==> src/rtl/cbm_sector_parser_if.sv <==
`default_nettype none
// ============================================================================
// Module      : cbm_sector_parser_if
// Description : Bundles the byte-stream inputs and the parsed-block outputs
//               of cbm_sector_parser.
//               master : upstream side. Drives enable, sync_active, byte_in,
//                        byte_valid and byte_error. Receives the results.
//               slave  : parser side. Receives the byte stream. Drives the
//                        header fields, the data stream and the status pulses.
// Revision    : 1.0 - initial release
// ============================================================================
interface cbm_sector_parser_if;
    logic        enable;
    logic        sync_active;
    logic [7:0]  byte_in;
    logic        byte_valid;
    logic        byte_error;

    logic        hdr_valid;
    logic        hdr_ok;
    logic [7:0]  hdr_track;
    logic [7:0]  hdr_sector;
    logic [15:0] hdr_id;
    logic [7:0]  data_out;
    logic        data_out_valid;
    logic [7:0]  data_index;
    logic        sector_done;
    logic        data_ok;
    logic        block_abort;
    logic        busy;

    modport master (
        output enable, sync_active, byte_in, byte_valid, byte_error,
        input  hdr_valid, hdr_ok, hdr_track, hdr_sector, hdr_id,
               data_out, data_out_valid, data_index,
               sector_done, data_ok, block_abort, busy
    );

    modport slave (
        input  enable, sync_active, byte_in, byte_valid, byte_error,
        output hdr_valid, hdr_ok, hdr_track, hdr_sector, hdr_id,
               data_out, data_out_valid, data_index,
               sector_done, data_ok, block_abort, busy
    );
endinterface
`default_nettype wire

==> src/rtl/cbm_sector_parser.sv <==
`default_nettype none
// ============================================================================
// Module      : cbm_sector_parser
// Description : Commodore sector framer. It takes bytes from the GCR decoder
//               and the level from the sync detector, and it recognises
//               header blocks (HDR_ID) and data blocks (DATA_ID). It checks
//               the XOR checksum of each block and reports the header fields,
//               the indexed sector data and per-block status.
// Ports       : clk, reset        - clock, synchronous active-high reset
//               bus (slave)       - enable, sync_active, byte_in/valid/error
//                                   in; hdr_*, data_*, sector_done, data_ok,
//                                   block_abort, busy out
// Revision    : 1.0 - initial release
// ============================================================================
module cbm_sector_parser #(
    parameter int         BLOCK_LEN = 256,
    parameter logic [7:0] HDR_ID    = 8'h08,
    parameter logic [7:0] DATA_ID   = 8'h07
) (
    input  wire logic           clk,
    input  wire logic           reset,
    cbm_sector_parser_if.slave  bus
);

    localparam logic [7:0] c_LAST_IDX = 8'(BLOCK_LEN - 1);

    typedef enum logic [2:0] {
        S_IDLE    = 3'd0,
        S_WAIT_ID = 3'd1,
        S_HDR     = 3'd2,
        S_DATA    = 3'd3,
        S_DCSUM   = 3'd4
    } state_t;

    state_t      r_state;
    logic        r_sync_q;
    logic [7:0]  r_cnt;       // the low 3 bits count header bytes; all 8 bits count data bytes
    logic [7:0]  r_xor;
    logic        r_err;
    logic [7:0]  r_csum_rx;
    logic [7:0]  r_sector_tmp;
    logic [7:0]  r_track_tmp;
    logic [7:0]  r_id2_tmp;

    logic        r_hdr_valid;
    logic        r_hdr_ok;
    logic [7:0]  r_hdr_track;
    logic [7:0]  r_hdr_sector;
    logic [15:0] r_hdr_id;
    logic [7:0]  r_data_out;
    logic        r_data_out_valid;
    logic [7:0]  r_data_index;
    logic        r_sector_done;
    logic        r_data_ok;
    logic        r_block_abort;

    logic        w_fall;
    logic        w_in_block;
    logic        w_err_any;
    logic [7:0]  w_xor_next;

    assign w_fall     = r_sync_q & ~bus.sync_active;
    assign w_in_block = (r_state == S_HDR) || (r_state == S_DATA) || (r_state == S_DCSUM);
    assign w_err_any  = r_err | bus.byte_error;
    assign w_xor_next = r_xor ^ bus.byte_in;

    always_ff @(posedge clk) begin
        if (reset) begin
            r_state          <= S_IDLE;
            r_sync_q         <= 1'b0;
            r_cnt            <= 8'd0;
            r_xor            <= 8'd0;
            r_err            <= 1'b0;
            r_csum_rx        <= 8'd0;
            r_sector_tmp     <= 8'd0;
            r_track_tmp      <= 8'd0;
            r_id2_tmp        <= 8'd0;
            r_hdr_valid      <= 1'b0;
            r_hdr_ok         <= 1'b0;
            r_hdr_track      <= 8'd0;
            r_hdr_sector     <= 8'd0;
            r_hdr_id         <= 16'd0;
            r_data_out       <= 8'd0;
            r_data_out_valid <= 1'b0;
            r_data_index     <= 8'd0;
            r_sector_done    <= 1'b0;
            r_data_ok        <= 1'b0;
            r_block_abort    <= 1'b0;
        end else begin
            // Pulses default low. This also drives them to 0 while enable is low.
            r_hdr_valid      <= 1'b0;
            r_data_out_valid <= 1'b0;
            r_sector_done    <= 1'b0;
            r_block_abort    <= 1'b0;

            if (bus.enable) begin
                r_sync_q <= bus.sync_active;

                if (w_fall) begin
                    // A new sync has ended. Any byte in this cycle is sync
                    // residue and is dropped.
                    if (w_in_block) begin
                        r_block_abort <= 1'b1;
                    end
                    r_state <= S_WAIT_ID;
                end else if (bus.sync_active && w_in_block) begin
                    r_block_abort <= 1'b1;
                    r_state       <= S_IDLE;
                end else if (bus.byte_valid) begin
                    case (r_state)
                        S_WAIT_ID: begin
                            // The ID byte is not part of the checksum, but its
                            // decode error still counts toward the block.
                            r_cnt <= 8'd0;
                            r_xor <= 8'd0;
                            r_err <= bus.byte_error;
                            if (bus.byte_in == HDR_ID) begin
                                r_state <= S_HDR;
                            end else if (bus.byte_in == DATA_ID) begin
                                r_state <= S_DATA;
                            end else begin
                                r_block_abort <= 1'b1;
                                r_state       <= S_IDLE;
                            end
                        end

                        S_HDR: begin
                            r_err <= w_err_any;
                            r_cnt <= r_cnt + 8'd1;
                            case (r_cnt[2:0])
                                3'd0: r_csum_rx <= bus.byte_in;
                                3'd1: begin
                                    r_sector_tmp <= bus.byte_in;
                                    r_xor        <= w_xor_next;
                                end
                                3'd2: begin
                                    r_track_tmp <= bus.byte_in;
                                    r_xor       <= w_xor_next;
                                end
                                3'd3: begin
                                    r_id2_tmp <= bus.byte_in;
                                    r_xor     <= w_xor_next;
                                end
                                default: begin
                                    // The fifth byte is id1. The block is complete.
                                    r_hdr_valid  <= 1'b1;
                                    r_hdr_ok     <= (r_csum_rx == w_xor_next) && !w_err_any;
                                    r_hdr_track  <= r_track_tmp;
                                    r_hdr_sector <= r_sector_tmp;
                                    r_hdr_id     <= {bus.byte_in, r_id2_tmp};
                                    r_state      <= S_IDLE;
                                end
                            endcase
                        end

                        S_DATA: begin
                            r_data_out       <= bus.byte_in;
                            r_data_index     <= r_cnt;
                            r_data_out_valid <= 1'b1;
                            r_xor            <= w_xor_next;
                            r_err            <= w_err_any;
                            r_cnt            <= r_cnt + 8'd1;
                            if (r_cnt == c_LAST_IDX) begin
                                r_state <= S_DCSUM;
                            end
                        end

                        S_DCSUM: begin
                            r_sector_done <= 1'b1;
                            r_data_ok     <= (bus.byte_in == r_xor) && !w_err_any;
                            r_state       <= S_IDLE;
                        end

                        default: begin
                            // Bytes in IDLE, such as 0x0F gap padding, are ignored.
                            r_state <= S_IDLE;
                        end
                    endcase
                end
            end
        end
    end

    assign bus.hdr_valid      = r_hdr_valid;
    assign bus.hdr_ok         = r_hdr_ok;
    assign bus.hdr_track      = r_hdr_track;
    assign bus.hdr_sector     = r_hdr_sector;
    assign bus.hdr_id         = r_hdr_id;
    assign bus.data_out       = r_data_out;
    assign bus.data_out_valid = r_data_out_valid;
    assign bus.data_index     = r_data_index;
    assign bus.sector_done    = r_sector_done;
    assign bus.data_ok        = r_data_ok;
    assign bus.block_abort    = r_block_abort;
    assign bus.busy           = w_in_block;

endmodule
`default_nettype wire

==> src/flat_wrapper.sv <==
// flat-port wrapper written by rule: the top's interface ports become plain ports
module cbm_sector_parser_flat 
#(
    parameter int         BLOCK_LEN = 256,
    parameter logic [7:0] HDR_ID    = 8'h08,
    parameter logic [7:0] DATA_ID   = 8'h07
)
  (clk, reset, bus_enable, bus_sync_active, bus_byte_in, bus_byte_valid, bus_byte_error, bus_hdr_valid, bus_hdr_ok, bus_hdr_track, bus_hdr_sector, bus_hdr_id, bus_data_out, bus_data_out_valid, bus_data_index, bus_sector_done, bus_data_ok, bus_block_abort, bus_busy);
  cbm_sector_parser_if bus_i ();
  input  wire logic clk;
  input  wire logic reset;
  input wire logic [$bits(bus_i.enable)-1:0] bus_enable;
  input wire logic [$bits(bus_i.sync_active)-1:0] bus_sync_active;
  input wire logic [$bits(bus_i.byte_in)-1:0] bus_byte_in;
  input wire logic [$bits(bus_i.byte_valid)-1:0] bus_byte_valid;
  input wire logic [$bits(bus_i.byte_error)-1:0] bus_byte_error;
  output wire logic [$bits(bus_i.hdr_valid)-1:0] bus_hdr_valid;
  output wire logic [$bits(bus_i.hdr_ok)-1:0] bus_hdr_ok;
  output wire logic [$bits(bus_i.hdr_track)-1:0] bus_hdr_track;
  output wire logic [$bits(bus_i.hdr_sector)-1:0] bus_hdr_sector;
  output wire logic [$bits(bus_i.hdr_id)-1:0] bus_hdr_id;
  output wire logic [$bits(bus_i.data_out)-1:0] bus_data_out;
  output wire logic [$bits(bus_i.data_out_valid)-1:0] bus_data_out_valid;
  output wire logic [$bits(bus_i.data_index)-1:0] bus_data_index;
  output wire logic [$bits(bus_i.sector_done)-1:0] bus_sector_done;
  output wire logic [$bits(bus_i.data_ok)-1:0] bus_data_ok;
  output wire logic [$bits(bus_i.block_abort)-1:0] bus_block_abort;
  output wire logic [$bits(bus_i.busy)-1:0] bus_busy;
  assign bus_i.enable = bus_enable;
  assign bus_i.sync_active = bus_sync_active;
  assign bus_i.byte_in = bus_byte_in;
  assign bus_i.byte_valid = bus_byte_valid;
  assign bus_i.byte_error = bus_byte_error;
  assign bus_hdr_valid = bus_i.hdr_valid;
  assign bus_hdr_ok = bus_i.hdr_ok;
  assign bus_hdr_track = bus_i.hdr_track;
  assign bus_hdr_sector = bus_i.hdr_sector;
  assign bus_hdr_id = bus_i.hdr_id;
  assign bus_data_out = bus_i.data_out;
  assign bus_data_out_valid = bus_i.data_out_valid;
  assign bus_data_index = bus_i.data_index;
  assign bus_sector_done = bus_i.sector_done;
  assign bus_data_ok = bus_i.data_ok;
  assign bus_block_abort = bus_i.block_abort;
  assign bus_busy = bus_i.busy;
  cbm_sector_parser #(.BLOCK_LEN(BLOCK_LEN), .HDR_ID(HDR_ID), .DATA_ID(DATA_ID)) u_core (.clk(clk), .reset(reset), .bus(bus_i));
endmodule
==> config.mk <==
export PLATFORM = sky130hd
export DESIGN_NAME = cbm_sector_parser_flat
export DESIGN_NICKNAME = d
export VERILOG_FILES = /design/src/rtl/cbm_sector_parser_if.sv /design/src/rtl/cbm_sector_parser.sv /design/src/flat_wrapper.sv
export SDC_FILE = /design/constraint.sdc
export NUM_CORES = 1
export LEC_CHECK = 0
export CAP_MARGIN = 20
export CORE_MARGIN = 3
export CORE_UTILIZATION = 57
export CTS_CLUSTER_SIZE = 30
export DETAILED_ROUTE_END_ITERATION = 10
export PLACE_DENSITY = 0.84
export SLEW_MARGIN = 20
export SYNTH_ARGS = -nofsm -noshare
export SYNTH_HDL_FRONTEND = slang
export SYNTH_SLANG_ARGS = --single-unit
==> constraint.sdc <==
create_clock -name clk -period 5.7 [get_ports clk]
set_input_delay 0.57 -clock clk [delete_from_list [all_inputs] [get_ports clk]]
set_output_delay 0.57 -clock clk [all_outputs]
set_load 0.05 [all_outputs]
* Yosys cells after proc, flatten, opt, wreduce, memory -nomap -nowiden *
Index checks and enable logic that the tools add are counted.

word-level totals
  flip-flop bits (word level) = 107
  input bits = 14
  output and inout port bits = 55

operators by class
  $add $sub $neg = 1
  eq/ne operators = 15
  multiplexer cells = 22
  bitwise operators = 10
  reduce and logical (&&, ||, !) cells = 26

operator list
  operator                                       number
  AND reduction 6 bit                            6
  case mux 8 bit (3 select lines)                1
  two-way mux 3 bit                              6
  == test 8 bit                                  2
  case mux 8 bit (2 select lines)                1
  AND reduction 5 bit                            3
  == test 3 x 2 -> 1 bit, second input constant  4
  two-way mux 1 bit                              10
  case mux 3 bit (3 select lines)                1
  adder 8 x 1 -> 8 bit, second input constant    1
  == test 8 x 3 -> 1 bit, second input constant  1
  == test 8 x 4 -> 1 bit, second input constant  1
  == test 8 bit, second input constant           1
  two-way mux 8 bit                              1
  != test 4 x 3 -> 1 bit, second input constant  2
  bitwise XOR 8 bit                              1
  inverter 1 bit                                 7
  == test 3 x 1 -> 1 bit, second input constant  2
  nonzero test 3 bit                             2
  OR reduction 6 bit                             1
  OR reduction 5 bit                             1
  AND reduction 4 bit                            1
  OR reduction 2 bit                             2
  OR reduction 4 bit                             1
  12 further kinds                               15

* Logic depth before layout (Yosys ltp) *
  depth in word-level cells = 7
  depth in mapped cells = 8

* Least setup slack after synthesis *
Ideal clock, no wire load.

  path type = input to register
  start point = in bus_sync_active
  end point = reg u_core.r_cnt[6]
  arrival time = 2.052 ns
  required time = 5.630 ns
  path slack = 3.578 ns
  stages on the path = 5
  cells stage by stage = clkbuf_1 or4_1 clkbuf_1 or4_1 a21oi_1

on the way
  longest elaborated chain between the ends = 4
  elaborated cells between the ends (all ways) = 6
  classes of those cells = 4 x bitwise; 2 x reduce/logical

RTL lines
  item                             RTL line                  text
  from (decl)                      flat_wrapper.sv:13        input wire logic [$bits(bus_i.sync_active)-1:0] bus_sync_active;
  inverter 1 bit                   cbm_sector_parser.sv:62   assign w_fall = r_sync_q & ~bus.sync_active;
  bitwise AND 1 bit                cbm_sector_parser.sv:62
  inverter 1 bit (no line)         n/a
  AND reduction 5 bit (no line) *  n/a
  to (signal assigned)             cbm_sector_parser.sv:129  r_cnt <= r_cnt + 8'd1;
  to (signal assigned)             cbm_sector_parser.sv:162  r_cnt <= r_cnt + 8'd1;
  to (decl)                        cbm_sector_parser.sv:37   logic [7:0] r_cnt;

Every way passes the cells marked *; elsewhere a longest branch is shown, timed or not.
A chain may end at the register's enable or synchronous reset.

* Worst setup path after layout *
  start point = reg u_core.r_state[0]
  end point = out bus_busy

on the way
  longest elaborated chain between the ends = 3
  elaborated cells between the ends (all ways) = 5
  classes of those cells = 3 x eq/ne; 2 x reduce/logical

RTL lines
  item                    RTL line                  text
  from (decl)             cbm_sector_parser.sv:35   state_t r_state;
  from (signal assigned)  cbm_sector_parser.sv:69   r_state <= S_IDLE;
  from (signal assigned)  cbm_sector_parser.sv:105  r_state <= S_WAIT_ID;
  from (signal assigned)  cbm_sector_parser.sv:108  r_state <= S_IDLE;
  == test 3 x 2 -> 1 bit  cbm_sector_parser.sv:63   assign w_in_block = (r_state == S_HDR) || (r_state == S_DATA) || (r_state == S_DCSUM);
  logical OR 1 bit        cbm_sector_parser.sv:63
  logical OR 1 bit *      cbm_sector_parser.sv:63
  to (decl)               flat_wrapper.sv:28        output wire logic [$bits(bus_i.busy)-1:0] bus_busy;

Marks and branches as above.

==> impl.org <==
** Clock network
- Clock slew seen by the registers of the worst setup and hold paths :: 0.12 ns
- Hold-fix buffer count after cts :: 0
- Number of clock sinks :: 107
- Post-CTS Setup Inserts :: 0
- Clock tree from TritonCTS :: done
- Clock Latency Late Sink :: 0.37 ns
- Deepest clock path buffer count :: 2
- The clock tree synthesis step divided the H-tree into 3 levels.
- Number of buffers added by the clock tree synthesis step :: 9
- In this run the clock root is driven by a sky130_fd_sc_hd__clkbuf_8.
- Once the clock tree was built, the resizer swapped 0 gates to a different size.

** Floorplanning
- The initial utilization of the core area, before any placement, comes to 59.9%.
- IO Pins :: 69
- Placeable core region :: 0.00737 mm2
- Core Rows :: 31
- Chip Width :: 94 um
- The die covers 0.00884 mm2.
- From bottom edge to top edge, the die measures 94 um.

** GRT
- GRT Residual Overflow :: 0
- Global-route wire length before repair :: 16,800 um
- Vias in the first global route :: 3,546
- The number of antenna violations at the first check in global routing is 0.
- Global routing used 23.9% of the available tracks across all layers.
- Entering global routing, the biggest net connects 109 pins.

** Setup path
- For the worst setup path, the data arrival time is 2.26 ns.
- Crit end category :: output port
- Worst Setup Path Type :: register to output port
- Buffers plus inverters on the worst setup path :: 1
- Walking the worst path, the cells encountered are or3b_1 > nand2_1 > clkdlybuf4s50_1.
- STA classifies the critical path startpoint as a register.
- For the worst setup path, the data required time is 5.13 ns.
- For this design, the slowest cell found on the critical path is sky130_fd_sc_hd__clkdlybuf4s50_1.
- Gate family responsible for the most delay along the worst path :: buffers and inverters
- Critical path's largest stage delay :: 0.82 ns
- Critical Path Fanout Max :: 14

** Run
- Max capacitance violation total :: 0

** Synthesis
- After technology mapping, the gate count stands at 530.
- After synthesis the netlist holds a flip-flop and latch count of 107.
- Post-synthesis instance area :: 0.00441 mm2
- Sorting the synthesized cells by area gives the leading types as sky130_fd_sc_hd__dfxtp_1, sky130_fd_sc_hd__nand2_1, sky130_fd_sc_hd__mux2i_1.
- Yosys warns :: 0
- Flip-flop cell with the highest count after synthesis :: sky130_fd_sc_hd__dfxtp_1
- Counting flops with a built-in enable in the synthesized netlist gives 0.
- Sorting the synthesized cells by how often they occur yields sky130_fd_sc_hd__dfxtp_1, sky130_fd_sc_hd__nand2_1, sky130_fd_sc_hd__a21oi_1.
- Yosys top cell area share :: 48.5%
- Share of async-settable or async-resettable flops after synthesis :: 0%
- The largest total area in the synthesized netlist belongs to sky130_fd_sc_hd__dfxtp_1.
- Number of distinct standard cells referenced by the synthesized netlist :: 44
- Average cell area after synthesis :: 8.33 um2
- Synthesis produced a netlist with a net count of 549.
- Portion of the post-synthesis area used by sequential elements :: 48.5%

** Outcome
- Outcome :: finished, final reports clean

** Timing
- Hold Vio Cnt, Final :: 0
- Setup repair after global routing missed its margin :: false
- The routed design could run at a clock period as short as 2.83 ns.
- Final setup violating endpoints :: 0
- Skew final :: 0.0190 ns
- Rel. slew slack :: 28.1%
- At the pin with the least slew margin, the transition time is 1.08 ns.
- Maximum clock frequency :: 354 MHz
- The total count of max-transition violations in the final report came to 0.
- The final critical path takes up 49.6% of the cycle.
- Setup total negative slack on the finished layout was measured at 0 ns.

** Pwr
- Switching component of the power :: 313 uW
- Switching power share of the total :: 24.3%
- In this run the static leakage power is 2.00 nW.
- Internal power comes to 977 uW.
- PwrDens :: 243 mW/mm2
- Per report_power, the sequential group accounts for 58.2% of the total.
- Max VDD drop :: 0.000201 V
- Clock power share :: 37.4%
- Combinational logic is responsible for 4.3% of the overall power.

** Detailed routing
- The detail route stage leaves a number of antenna-violating nets equal to 0.
- Summed over all layers, the routed wires come to 10,300 um.
- After detailed routing, the average wire length per cell comes to 15.2 um.
- In the routed layout, each cell is associated on average with a via count of 5.62.
- In the routed design, unresolved DRC markers number 0.
- Number of violations reported at the end of detailed-routing iteration 0 :: 285
- Vias :: 3,816
- The first TritonRoute pass finished after 5 iterations.

** Placement
- Summed over all nets, the half-perimeter wirelength after detailed placement is 6580 um.
- Routability-driven placement finished with a final weighted congestion of 0.975.
- Input and output buffers added on the ports amount to 68.
- Placed instance area :: 0.00509 mm2

** Finish
- After filler insertion, the fill cell instance count of the layout stands at 579.
- With fillers left out, the area of the finished cells amounts to 0.00532 mm2.
- The area growth from synthesis to layout is 20.5%.
- The register with the most flip-flops in the layout has 16 of them.
- The net count of the finished layout is 594.
- Antenna Cells :: 0
- Of the cells placed in the final design, the portion with a size suffix greater than 1 is 4.66%.

** Min path
- In this run the worst hold path is classified as register to register.
-- stage by stage --
step | setup WS [ns] | utilization (%) | cells | total power, mW | hold slack (ns)
2_1_floorplan | 3.58 | - | 530 | 0.804 | 0.432
3_3_place_gp | 2.44 | 69.1 | 662 | 0.822 | 0.436
3_5_place_dp | 2.36 | 69.1 | 662 | 0.823 | 0.446
4_1_cts | 2.75 | 71.9 | 678 | 1.29 | 0.458
5_1_grt | 2.79 | 72.2 | 679 | 1.32 | 0.476
6_report | 2.87 | 72.2 | 679 | 1.29 | 0.452
-- logic make-up after synthesis --
kind of cell	synth area share, %
simple gates	23.8
flops	48.5
compound gates	11.9
buf+inv	3.66
mux	7.48
xor+xnor	3.17
fa+ha+maj	1.42
-- routing by layer --
layer	track usage (%)	share of wire [%]
met4	10.2	2.0
met2	39.0	47
met3	3.53	5.3
met5	0	0
met1	31.6	45
-- final timing paths --
path | from | end | slack (ns) | cells past startpoint
max | u_core.r_state[0]$_SDFFE_PP0P_ | bus_busy | 2.87 | 3
min reg2reg | u_core.r_id2_tmp[1]$_SDFFE_PP0P_ | u_core.bus.hdr_id[1]$_SDFFE_PP0P_ | 0.45 | 2
min | u_core.r_id2_tmp[1]$_SDFFE_PP0P_ | u_core.bus.hdr_id[1]$_SDFFE_PP0P_ | 0.45 | 2
max reg2reg | u_core.r_state[1]$_SDFFE_PP0P_ | u_core.bus.hdr_ok$_SDFFE_PP0P_ | 3.04 | 6
-- worst register-to-register path, delay by kind of cell (launching register included) --
family,cells,cell delay (ns)
simple gates,4,1.74
flops,1,0.47
buf+inv,1,0.25
compound gates,1,0.16
-- cell usage in the layout, fill, tap and decap left out, types with 3 or more instances in the layout --
master / instances
sky130_fd_sc_hd__nand2b_1: 8
sky130_fd_sc_hd__nand3_1: 9
sky130_fd_sc_hd__a31oi_1: 4
sky130_fd_sc_hd__inv_1: 6
sky130_fd_sc_hd__xor2_1: 4
sky130_fd_sc_hd__clkbuf_8: 9
sky130_fd_sc_hd__nand3b_1: 3
sky130_fd_sc_hd__nor2_1: 60
sky130_fd_sc_hd__a21oi_1: 63
sky130_fd_sc_hd__o21ai_0: 21
sky130_fd_sc_hd__nor3_1: 7
sky130_fd_sc_hd__nor2b_1: 9
sky130_fd_sc_hd__clkdlybuf4s50_1: 67
sky130_fd_sc_hd__ha_1: 5
sky130_fd_sc_hd__mux2i_1: 33
sky130_fd_sc_hd__or3_1: 5
sky130_fd_sc_hd__nand2_1: 106
sky130_fd_sc_hd__xnor2_1: 12
sky130_fd_sc_hd__dfxtp_1: 107
sky130_fd_sc_hd__or4_1: 4
-- power groups by stage --
stage,Combinational [mW],Sequential (mW),Clock (mW)
2_1_floorplan,0.0370,0.767,0
3_3_place_gp,0.0540,0.768,0
3_5_place_dp,0.0545,0.768,0
4_1_cts,0.0552,0.751,0.484
5_1_grt,0.0603,0.752,0.512
6_report,0.0560,0.751,0.483
-- layout make-up --
| class | instances | area (um2) | area share, % |
|---|---|---|---|
| Sequential cell | 107 | 2140 | 40.3 |
| Multi-Input combinational cell | 381 | 2120 | 39.9 |
| Timing Repair Buffer | 70 | 701 | 13.2 |
| Clock buffer | 9 | 124 | 2.33 |
| Tap cell | 99 | 124 | 2.33 |
| Clock inverter | 7 | 85.1 | 1.60 |
| Inverter | 6 | 22.5 | 0.424 |
Note: power is estimated with default switching activity, not from simulation.
